File: src/rtl/mem_arbiter_pkg.sv
// Shared types for the two-requester memory-port arbiter.
package mem_arbiter_pkg;

  localparam int unsigned ICACHE_LINE_WIDTH = 128;
  localparam int unsigned LINE_OFFS_W       = 4;

  typedef enum logic [1:0] {
    IDLE  = 2'd0,
    ISSUE = 2'd1,
    WAIT  = 2'd2
  } mem_arb_state_t;

  typedef enum logic {
    OWNER_IC = 1'b0,
    OWNER_DC = 1'b1
  } mem_owner_t;

endpackage

File: src/rtl/mem_arbiter_starve_counter.sv
// Saturating counter of consecutive cycles a pending icache request went ungranted.
module mem_arbiter_starve_counter #(
  parameter int unsigned LIMIT = 4,
  localparam int unsigned CW   = $clog2(LIMIT + 1)
) (
  input  logic clock,
  input  logic reset,
  input  logic inc_i,
  input  logic clear_i,
  output logic at_limit_o
);

  logic [CW-1:0] cnt_q;
  logic [CW-1:0] cnt_d;

  // Clear has priority; increment saturates at LIMIT.
  always_comb begin
    cnt_d = cnt_q;
    if (clear_i) begin
      cnt_d = '0;
    end else if (inc_i && (cnt_q != CW'(LIMIT))) begin
      cnt_d = cnt_q + CW'(1);
    end
  end

  // Counter register with synchronous active-low reset.
  always_ff @(posedge clock) begin
    if (!reset) begin
      cnt_q <= '0;
    end else begin
      cnt_q <= cnt_d;
    end
  end

  assign at_limit_o = (cnt_q == CW'(LIMIT));

endmodule

File: src/rtl/mem_arbiter.sv
// Shares one line-wide memory port between icache refill and dcache, one access at a time.
module mem_arbiter
  import mem_arbiter_pkg::*;
#(
  parameter int unsigned ADDR_WIDTH   = 32,
  parameter int unsigned LINE_WIDTH   = ICACHE_LINE_WIDTH,
  parameter int unsigned STARVE_LIMIT = 4
) (
  input  logic                  clock,
  input  logic                  reset,
  input  logic                  ic_req_valid,
  input  logic [ADDR_WIDTH-1:0] ic_req_addr,
  output logic                  ic_req_ready,
  input  logic                  ic_flush,
  output logic                  ic_resp_valid,
  output logic [LINE_WIDTH-1:0] ic_resp_data,
  input  logic                  dc_req_valid,
  input  logic                  dc_req_we,
  input  logic [ADDR_WIDTH-1:0] dc_req_addr,
  input  logic [LINE_WIDTH-1:0] dc_req_wdata,
  output logic                  dc_req_ready,
  output logic                  dc_resp_valid,
  output logic [LINE_WIDTH-1:0] dc_resp_data,
  output logic                  mem_req_valid,
  output logic                  mem_req_we,
  output logic [ADDR_WIDTH-1:0] mem_req_addr,
  output logic [LINE_WIDTH-1:0] mem_req_wdata,
  input  logic                  mem_req_ready,
  input  logic                  mem_resp_valid,
  input  logic [LINE_WIDTH-1:0] mem_resp_data,
  output logic                  busy
);

  mem_arb_state_t        state_q;
  mem_arb_state_t        state_d;
  mem_owner_t            owner_q;
  logic                  we_q;
  logic [ADDR_WIDTH-1:0] addr_q;
  logic [LINE_WIDTH-1:0] wdata_q;
  logic [LINE_WIDTH-1:0] resp_data_q;
  logic                  drop_q;
  logic                  drop_d;
  logic                  ic_resp_valid_q;
  logic                  dc_resp_valid_q;

  logic grant_ic_c;
  logic grant_dc_c;
  logic starve_at_limit;
  logic resp_fire_c;
  logic drop_eff_c;
  logic unused_addr_bits;

  // Line offset bits of the request addresses are don't-care.
  assign unused_addr_bits = ^{ic_req_addr[LINE_OFFS_W-1:0], dc_req_addr[LINE_OFFS_W-1:0]};

  mem_arbiter_starve_counter #(
    .LIMIT (STARVE_LIMIT)
  ) u_starve (
    .clock      (clock),
    .reset      (reset),
    .inc_i      (ic_req_valid && !grant_ic_c),
    .clear_i    (!ic_req_valid || grant_ic_c),
    .at_limit_o (starve_at_limit)
  );

  // Grant evaluation in IDLE: flush blocks icache, starvation beats dcache priority.
  always_comb begin
    grant_ic_c = 1'b0;
    grant_dc_c = 1'b0;
    if (state_q == IDLE) begin
      grant_ic_c = ic_req_valid && !ic_flush && (starve_at_limit || !dc_req_valid);
      grant_dc_c = dc_req_valid && !grant_ic_c;
    end
  end

  // Response completion and stale-refill tracking; a flush in the response cycle still drops.
  always_comb begin
    resp_fire_c = (state_q == WAIT) && mem_resp_valid;
    drop_eff_c  = drop_q || (ic_flush && (owner_q == OWNER_IC));
    drop_d      = (state_q != IDLE) && !resp_fire_c && drop_eff_c;
  end

  // FSM state register.
  always_ff @(posedge clock) begin
    if (!reset) begin
      state_q <= IDLE;
    end else begin
      state_q <= state_d;
    end
  end

  // FSM next-state logic.
  always_comb begin
    state_d = state_q;
    unique case (state_q)
      IDLE:    if (grant_ic_c || grant_dc_c) state_d = ISSUE;
      ISSUE:   if (mem_req_ready)            state_d = WAIT;
      WAIT:    if (mem_resp_valid)           state_d = IDLE;
      default:                               state_d = IDLE;
    endcase
  end

  // FSM outputs; accept strobes are only meaningful out of reset.
  always_comb begin
    ic_req_ready  = 1'b0;
    dc_req_ready  = 1'b0;
    mem_req_valid = 1'b0;
    busy          = 1'b0;
    unique case (state_q)
      IDLE: begin
        ic_req_ready = grant_ic_c && reset;
        dc_req_ready = grant_dc_c && reset;
      end
      ISSUE: begin
        mem_req_valid = 1'b1;
        busy          = 1'b1;
      end
      WAIT: begin
        busy = 1'b1;
      end
      default: begin
        busy = 1'b0;
      end
    endcase
  end

  // Latched request payload, drop flag and registered response pulses.
  always_ff @(posedge clock) begin
    if (!reset) begin
      owner_q         <= OWNER_IC;
      we_q            <= 1'b0;
      addr_q          <= '0;
      wdata_q         <= '0;
      resp_data_q     <= '0;
      drop_q          <= 1'b0;
      ic_resp_valid_q <= 1'b0;
      dc_resp_valid_q <= 1'b0;
    end else begin
      drop_q          <= drop_d;
      ic_resp_valid_q <= resp_fire_c && (owner_q == OWNER_IC) && !drop_eff_c;
      dc_resp_valid_q <= resp_fire_c && (owner_q == OWNER_DC);
      if (resp_fire_c) begin
        resp_data_q <= mem_resp_data;
      end
      if (grant_dc_c) begin
        owner_q <= OWNER_DC;
        we_q    <= dc_req_we;
        addr_q  <= {dc_req_addr[ADDR_WIDTH-1:LINE_OFFS_W], {LINE_OFFS_W{1'b0}}};
        wdata_q <= dc_req_wdata;
      end else if (grant_ic_c) begin
        owner_q <= OWNER_IC;
        we_q    <= 1'b0;
        addr_q  <= {ic_req_addr[ADDR_WIDTH-1:LINE_OFFS_W], {LINE_OFFS_W{1'b0}}};
        wdata_q <= '0;
      end
    end
  end

  assign mem_req_we    = we_q;
  assign mem_req_addr  = addr_q;
  assign mem_req_wdata = wdata_q;
  assign ic_resp_valid = ic_resp_valid_q;
  assign dc_resp_valid = dc_resp_valid_q;
  assign ic_resp_data  = resp_data_q;
  assign dc_resp_data  = resp_data_q;

  // Memory must only answer an accepted request.
  a_resp_only_in_wait: assert property (
    @(posedge clock) disable iff (!reset) mem_resp_valid |-> (state_q == WAIT)
  );

endmodule

File: config.mk
export PLATFORM = sky130hd
export DESIGN_NAME = mem_arbiter
export DESIGN_NICKNAME = d
export VERILOG_FILES = /design/src/rtl/mem_arbiter_pkg.sv /design/src/rtl/mem_arbiter_starve_counter.sv /design/src/rtl/mem_arbiter.sv
export SDC_FILE = /design/constraint.sdc
export NUM_CORES = 1
export LEC_CHECK = 0
export BUFFER_PORTS_ARGS = -buffer_cell sky130_fd_sc_hd__buf_2
export CAP_MARGIN = 10
export CORE_AREA = 5 5 291 293
export CTS_CLUSTER_SIZE = 25
export DETAILED_ROUTE_END_ITERATION = 12
export DIE_AREA = 0 0 296 298
export GPL_TIMING_DRIVEN = 0
export PLACE_DENSITY = 0.36
export SYNTH_ARGS = -nofsm -noshare
export SYNTH_HDL_FRONTEND = slang
export SYNTH_SLANG_ARGS = --single-unit
File: constraint.sdc
create_clock -name clock -period 1.8 [get_ports clock]
set_input_delay 0.09 -clock clock [delete_from_list [all_inputs] [get_ports clock]]
set_output_delay 0.09 -clock clock [all_outputs]
set_load 0.05 [all_outputs]
# After elaboration in Yosys (flattened, before gate mapping)
# Cells that the tools add are included.
# W data, S select, Z words.
# word_totals
regBits	294
in_bits	328
output_inout_bits	423
word_cells	68
# classes
n_addsub	1
eq_ne	7
n_mux	17
bitwise_logic	2
reduce_logical	31
# ops
operator	n
$mux W128	2
$mux W32	2
$logic_and A1 B1 Y1	14
$mux W1	9
$logic_not A1 Y1	7
$mux W2	3
$pmux W2 S3	1
$logic_or A1 B1 Y1	4
$ne A2 B2 Y1 const B	2
$reduce_bool A2 Y1	2
$reduce_or A2 Y1	2
$add A3 B1 Y3 const B	1
$eq A3 B3 Y1 const B	1
$ne A3 B3 Y1 const B	1
$reduce_and A3 Y1	1
$eq A2 B1 Y1 const B	1
$eq A2 B2 Y1 const B	1
$logic_not A2 Y1	1
$ne A2 B1 Y1 const B	1
$not A1 Y1	2

# Logic depth before layout (Yosys ltp)
# Gate-level depths: netlist (run 1).
# depth
ltp_word	9
ltp_mapped	9
mapped_depth_nobuf	5

# By module
# Synthesis (run 1) repeated with hierarchy kept, for this count alone.
# unflattened
hier_cells	1225
hier_area_um2	11725.0
# by_module_without_submodules
module	n_inst	cells_each	area_each_um2	seq_area_each_um2
mem_arbiter	1	1207	11537.3	5825.6
mem_arbiter_starve_counter	1	18	187.7	60.1

# Least setup slack after synthesis (run 1)
# OpenSTA, ideal clock, no wires.
# synth_path
path_kind	register to output
startpoint	register state_q[0]
endpoint	output ic_req_ready
t_arrival_ps	2143
t_required_ps	1710
path_slack_ps	-433
stages_incl_launch_ff	7
path_buffers	2
path_cell_list	dfxtp_1 inv_1 ha_1 buf_2 clkbuf_1 nand3b_1 nor3_1
# synth_between
elab_chain_len	4
# synth_lines
item	line_no	rtl
from (decl)	mem_arbiter.sv:34	mem_arb_state_t state_q;
from (signal assigned)	mem_arbiter.sv:88	state_q <= state_d;
$logic_not A2 Y1 (*)	mem_arbiter.sv:70, mem_arbiter.sv:109	
$mux W1	mem_arbiter.sv:70	if (state_q == IDLE) begin
$logic_and A1 B1 Y1	mem_arbiter.sv:111	ic_req_ready = grant_ic_c && reset;
$mux W1 (*)	mem_arbiter.sv:109	unique case (state_q)
to (decl)	mem_arbiter.sv:13	output logic ic_req_ready,
# Every way passes the cells marked *; elsewhere a longest branch is shown, timed or not.

# Worst setup path in the final report (run 1)
# layout_path
startpoint	register state_q[0]
endpoint	output dc_req_ready
# layout_between
elab_chain_len	4
# layout_lines
item	line_no	rtl
$logic_not A2 Y1 (*)	mem_arbiter.sv:70, mem_arbiter.sv:109	
$mux W1	mem_arbiter.sv:70	
$logic_and A1 B1 Y1	mem_arbiter.sv:112	dc_req_ready = grant_dc_c && reset;
$mux W1 (*)	mem_arbiter.sv:109	
to (decl)	mem_arbiter.sv:21	output logic dc_req_ready,
# Marks and branches as above.

==> results.md, run 1 <==
- Share of Yosys cell area claimed by the top area cell type: between 50% and 60%
- Mean Syn Cell Area: 9.49 sq um
- First-pass GRT wire length: a little under 90 mm
- Worst slack, placed: -0.643 ns
- Final hold vios: 0
- Slowest cell delay on critical path: around 0.32 ns
- Worst R2R Start: state_q[1]
- Library cells used by synthesis: 37
- Layout Utilization: 26.1%
- Top cells by area, synth: dfxtp_1 (51%), a32o_1 (11%), buf_4 (8.7%)
- Cell with the largest stage delay on the worst path: dfxtp_2
- Cell chain of the critical path: inv_2 > ha_4 > and2_4 > and3_4 > buf_8 > buf_12
- Post-synth top area cell: dfxtp_1
- Worst-Margin Slew: between 1 and 1.5 ns
- Post-DP HPWL: 50.1 mm
- Total power: roughly 22000 uW
- Synthesized flop and latch total: between 200 and 300
- GRT Total Usage: a little over an eighth
- I/O pin total: approximately 750
- Cell Area, Synth: approximately 12000 sq um
- Crit path DAT: 1.78 ns
- First-pass DRT Iterations: 5
- Critical-path maximum fanout: 5
- Post-Route Skew: around 0.016 ns
- Starting Density: between 10 and 15%
- Area Growth Syn to Fin: 83.3%
- Logic pwr share: between 20 and 30%
- Max_slew headroom: 27.2%
- Port Buffers: around 740
- Die Span Y: between 200 and 300 um
- Worst ir drop on vdd: between 0.7 and 0.8 mV
- CTS root buf: clkbuf_16
- Minimum clock period: 1.87 ns
- Outcome: finished, violations left
- Final GP Congestion: around 0.8
- Clock Latency Late Sink: roughly 0.54 ns
- Seq pwr share: 34.0%
- Seq/Total Area, Yosys: roughly 51%
- Layout cells sized above 1: about 45%
- Static Leak: roughly 0.01 uW
- Post-route clock period utilization: 104%
- DRC Markers: 0
- Worst Setup SP: state_q[0]
- Vias: 13.5k
- Worst path required time: around 1.7 ns
- Count leader, synth: dfxtp_1
- FFs w/ async S/R, synth: 0%
- Clock group share of total power: 36.7%
- Internal Power: about 14000 uW
- Achievable Freq: between 500 and 600 MHz
- Clock sink total: 294
- Core area: about 82000 sq um
- Initial antenna violation count: 6
- FP Rows: 105
- Fillcell total: a little under 9k
- Pwr per Cell Area: just over 1000 nW/um^2
- Num CTS Buffers: 39
- Number of global-route vias before repair: around 14k
- Ys flop type: dfxtp_1
- Mapped Cells: 1222
- CP Launch Type: flip-flop
- Post-synth EDFFs: 0
- Failing checks: setup timing
- Die area: 88200 sq um
- Hold Path Class: in2reg
- Hold path depth: 4
- Crit. End Element: primary output
- Detailed router's first-iteration violation count: 540
- Yosys warns: 0
- Grt total ovfl: 0
- Crit path kind: reg2out
- H-tree levels: 2
- Multi-input gate area: about 4200 sq um
- Routed Antenna Nets: 0
- P_sw: slightly below 8000 uW
- CTS tree: yes
- Hold Crit Start: dc_req_addr[22]
- Routed wire length: 62.6 mm
- Die X: around 300 um
- Net Sw Frac: between 30% and 40%
- Final setup fails: 52
- Avg Vias per Cell: roughly 4.0
- Reg clk slew, reported paths: ~0.06 ns
- RSZ-0062 raised after global routing: true
- Maxcap violations: 0
- Most frequent cells after synthesis: dfxtp_1 (294), nand2_1 (263), buf_4 (134)
- PnR worst setup slack: -0.0713 ns
- Pin count of the biggest net entering global routing: 12
- Max Buffers Root-to-Sink: 3
- Post-layout net count: about 2.6k
- Register area: slightly below 6000 sq um
- WL/cell: 18.4 um
- Slew Limit Fails: 0
- Worst R2R Path Depth: 8
[final timing paths]
kind	slack, ns	to
worst min-delay path	0.05	mem_req_addr[22]
worst max register to register	-0.04	mem_req_wdata[51]
worst min register to register	0.45	ic_resp_valid
worst max-delay path	-0.07	dc_req_ready
[cell type report]
cell class	count	area share, %
antenna	5	0.0588
buffer	248	8.16
clock buffer	57	5.52
clock inverter	13	0.765
inverter	7	0.124
multi-input combinational	673	19.6
sequential	294	27.7
tap	1070	6.29
timing repair buffer	1042	31.7
[state kept, by name (all words and copies together), names as in the netlist]
register	count
dc_resp_data	128
dc_resp_valid	1
drop_q	1
ic_resp_valid	1
mem_req_addr	28
mem_req_wdata	128
mem_req_we	1
owner_q	1
state_q	2
u_starve.cnt_q	3
[worst max-delay path, delay by kind of cell, from the launching register on]
kind / cells / cell delay (ns)
adders and majority gates: 1 / 0.20
buffers and inverters: 3 / 0.32
DFF: 1 / 0.32
and+or+nand+nor: 2 / 0.39
[logic make-up (layout without fill, tap and decap cells)]
family                     Yosys count  count (layout)  synth area share (%)
AOI/OAI and AO/OA                  352             352                  24.0
xor gates and xnor gates             1               1                0.0755
adders and majority gates            5               5                 0.539
buffers and inverters              258            1367                  13.8
DFF                                294             294                  50.7
muxes                                1               1                0.0863
other                                1               9                0.0323
and+or+nand+nor                    310             310                  10.7
[layout by cell type (no fill, tap or decap), types with 5 or more instances in the layout]
cell	synthesis	final
clkbuf_16	0	40
buf_6	11	11
clkbuf_2	1	9
clkbuf_1	59	38
buf_2	40	766
nand3_1	29	29
buf_1	6	5
diode_2	0	5
dfxtp_2	0	8
nand2_1	263	262
buf_8	0	5
buf_4	134	150
o221a_2	9	9
o221ai_1	28	28
a32o_1	129	129
clkbuf_4	0	18
a21oi_1	131	131
dfxtp_1	294	286
o221a_1	20	20
a21boi_0	28	27
clkbuf_8	0	11
dlygate4sd3_1	0	289
clkinv_2	0	5
[metrics by stage]
step           TNS (ns)  instances  hold WS, ns  area [sq um]
2_1_floorplan         0       1225        0.168         11600
3_3_place_gp     -87.19       3032        0.300         16600
3_5_place_dp     -95.88       3032        0.303         16600
4_1_cts          -11.47       3401      0.00222         21200
5_1_grt           -5.10       3408       0.0180         21300
6_report         -0.943       3409       0.0471         21300
[layer usage]
layer | GRT usage [%] | part of all wire [%] | vias up | wire [um]
met5 | 0 | 0 | - | 0
met4 | 3.60 | 2.4 | 0 | 1530
met3 | 3.74 | 8.1 | 76 | 5050
met2 | 23.9 | 50 | 579 | 31200
met1 | 15.1 | 40 | 6396 | 24800
li1 | - | - | 6432 | -
[power groups by stage]
stage | combinational [uW] | sequential (uW) | clock, uW
detailed placement | 5750 | 7610 | 0
global route | 6840 | 7540 | 8650
finish | 6460 | 7480 | 8070
CTS | 6480 | 7480 | 8410
floorplan | 2100 | 9380 | 0
global placement | 5740 | 7590 | 0
[what timing repair did]
item | 4_1_cts | 5_1_grt
resized for setup | 70 | 51
hold endpoints to repair | 290 | 0
setup buffers | 9 | 7
hold buffers | 289 | 0
setup endpoints to repair | 289 | 255
cloned | 1 | 0
pin swaps | 5 | 7
(Power assumes the default switching activity.)
==> inputs of run 2 (changes only) <==
--- a/config.mk
+++ b/config.mk
@@ -12,7 +12,7 @@
 export DETAILED_ROUTE_END_ITERATION = 12
 export DIE_AREA = 0 0 296 298
 export GPL_TIMING_DRIVEN = 0
-export PLACE_DENSITY = 0.36
+export SETUP_SLACK_MARGIN = 0.15
 export SYNTH_ARGS = -nofsm -noshare
 export SYNTH_HDL_FRONTEND = slang
 export SYNTH_SLANG_ARGS = --single-unit
==> results.md, run 2 (same netlist as run 1, synthesis figures left out) <==
- Clock group share of total power: 32.6% (-4.1 points)
- Worst slack, placed: -0.769 ns (-0.126 ns)
- Net Sw Frac: 36.8% (+1.3 points)
- CTS tree: yes
- Logic pwr share: 32.4% (+3.0 points)
- Worst ir drop on vdd: 0.958 mV (+23%)
- Num CTS Buffers: 35 (-10%)
- Slew Limit Fails: 0 (unchanged)
- Crit path DAT: 2.53 ns (+0.75 ns)
- Routed wire length: 66.0 mm (+5.4%)
- Static Leak: 0.0102 uW (+2.1%)
- Cell with the largest stage delay on the worst path: dfxtp_2
- Die Span Y: 298 um (unchanged)
- Layout Utilization: 26.7% (+0.62 points)
- Core area: 81600 sq um (unchanged)
- Slowest cell delay on critical path: 0.33 ns (about the same)
- Most common cell after layout, fill and taps aside: buf_2
- Final GP Congestion: 0.884 (+12%)
- Worst R2R Path Depth: 10 (+2)
- Minimum clock period: 2.11 ns (+0.235 ns)
- Crit path kind: reg2reg
- Port Buffers: 737 (unchanged)
- Hold path depth: 3 (-1)
- Number of global-route vias before repair: 13.8k (-0.96%)
- Outcome: finished, violations left
- FP Rows: 105 (unchanged)
- Crit. End Element: flip-flop
- PnR worst setup slack: -0.306 ns (-0.235 ns)
- Failing checks: setup timing
- Post-Route Skew: 0.0162 ns (+0.000591 ns)
- Max_slew headroom: 47.6% (+20 points)
- Worst path required time: 2.22 ns (+0.51 ns)
- Layout cells sized above 1: 47.2% (+1.9 points)
- First-pass DRT Iterations: 6 (+1)
- Most frequent cells in the layout: buf_2 (756), dfxtp_1 (286), dlygate4sd3_1 (286)
- Final setup fails: 113 (+120%)
- Die X: 296 um (unchanged)
- Seq pwr share: 35.1% (+1.1 points)
- Dpl cell area: 16700 sq um (+0.17%)
- Grt total ovfl: 0 (unchanged)
- Post-route clock period utilization: 117% (+13 points)
- Maxcap violations: 0 (unchanged)
- Hold Path Class: in2reg
- Pwr per Cell Area: 979 nW/um^2 (-5.4%)
- Critical-path maximum fanout: 6 (+1)
- Achievable Freq: 475 MHz (-11%)
- GRT Total Usage: 13.6% (+0.40 points)
- Worst R2R Start: u_starve.cnt_q[0]
- P_sw: 7850 uW (+0.40%)
- Fillcell total: 8634 (-2.9%)
- I/O pin total: 751 (unchanged)
- Max Buffers Root-to-Sink: 3 (unchanged)
- Pin count of the biggest net entering global routing: 14 (+2)
- Internal Power: 13500 uW (-5.1%)
- Die area: 88200 sq um (unchanged)
- Initial antenna violation count: 19 (+13)
- WL/cell: 19.3 um (+5.2%)
- Hold Crit Start: ic_req_addr[25]
- Vias: 13.9k (+3.3%)
- CTS root buf: clkbuf_16
- Clock Latency Late Sink: 0.54 ns (about the same)
- Hold WS: 0.0304 ns (-0.0168 ns)
- RSZ-0062 raised after global routing: true
- DRC Markers: 0 (unchanged)
- Area Growth Syn to Fin: 87.7%
- Endpoint, Worst Hold: mem_req_addr[25]
- Post-DP HPWL: 49.9 mm (-0.33%)
- Final hold vios: 0 (unchanged)
- Detailed router's first-iteration violation count: 851 (+58%)
- Avg Vias per Cell: 4.07 (+3.0%)
- CP Launch Type: flip-flop
- Cell chain of the critical path: inv_2 > ha_4 > nand4b_1 > and3_4 > buf_6 > buf_6 > buf_12 > buf_12 > buf_8 > a32o_1
- Critical R2R Capture: mem_req_wdata[29]
- H-tree levels: 2 (unchanged)
- Starting Density: 14.2% (unchanged)
- Clock sink total: 294 (unchanged)
- First-pass GRT wire length: 90.8 mm (+1.8%)
- Reg clk slew, reported paths: 0.05 ns (about the same)
- Finished Cell Area: 21800 sq um (+2.4%)
- Worst-Margin Slew: 0.786 ns (-0.305 ns)
- FF-to-FF setup slack: -0.31 ns (-0.27 ns)
- Post-layout net count: 2649 (+0.42%)
- Routed Antenna Nets: 0 (unchanged)
==> run 2: changes by cell type in the layout (fill, tap and decap cells not counted), moves of 9 or more <==
cell,previous run,this run
clkbuf_4,18,6
buf_6,11,20
a21boi_2,0,25
buf_8,5,15
a21boi_0,27,0
buf_2,766,756
==> run 2: layer usage <==
layer | routed length, um | global-route usage (%)
met2 | 31000 | 22.9
met1 | 26700 | 16.6
met5 | 13 | 0
met3 | 5860 | 3.72
met4 | 2420 | 4.82
==> run 2: area by class of cell <==
class                      count  area (sq um)  area share (%)
clock buffer                  51          1030            4.71
multi-input combinational    673          4330            19.9
inverter                       7          26.3           0.121
timing repair buffer        1055          7130            32.7
tap                         1070          1340            6.15
antenna                        7          17.5          0.0804
sequential                   294          5900            27.1
clock inverter                11          80.1           0.368
buffer                       250          1940            8.90
==> run 2: worst max path at each step <==
| stage | to | from | slack, ns |
|---|---|---|---|
| after floorplan | mem_req_wdata[0] | state_q[1] | 0.16 |
| after global placement | dc_resp_data[87] | state_q[0] | -0.78 |
| after detailed placement | dc_resp_data[69] | reset | -0.77 |
| after CTS | dc_req_ready | state_q[0] | -0.23 |
| after global routing | dc_req_ready | u_starve.cnt_q[1] | -0.35 |
| final | mem_req_wdata[29] | u_starve.cnt_q[0] | -0.31 |
==> run 2: power by group through the flow <==
stage / clock network [uW] / registers, uW / logic, uW
after CTS: 7180 / 7460 / 6640
after global placement: 0 / 7580 / 5740
final: 6940 / 7480 / 6900
after floorplan: 0 / 9390 / 2120
after global routing: 7390 / 7520 / 7220
after detailed placement: 0 / 7590 / 5760
==> run 2: worst max-delay path: cells and delay by family (launching register included) <==
family	cells	cell delay [ns]
compound gates	1	0.22
fa+ha+maj	1	0.13
buf+inv	6	0.76
flops	1	0.33
simple gates	2	0.53
==> run 2: timing repair <==
item	CTS	global route
hold endpoints to repair	288	1
gates resized for setup	105	136
setup buffers	11	7
gates cloned	7	6
hold buffers	285	1
endpoints found under the setup margin	300	278
pin swaps	4	59
==> run 2: stage by stage <==
stage | std cells | power, uW | TNS, ns
floorplan | 1225 | 11500 | 0
global placement | 3032 | 13300 | -99.62
detailed placement | 3033 | 13400 | -99.88
CTS | 3398 | 21300 | -10.01
global route | 3413 | 22100 | -26.14
finish | 3418 | 21300 | -20.65
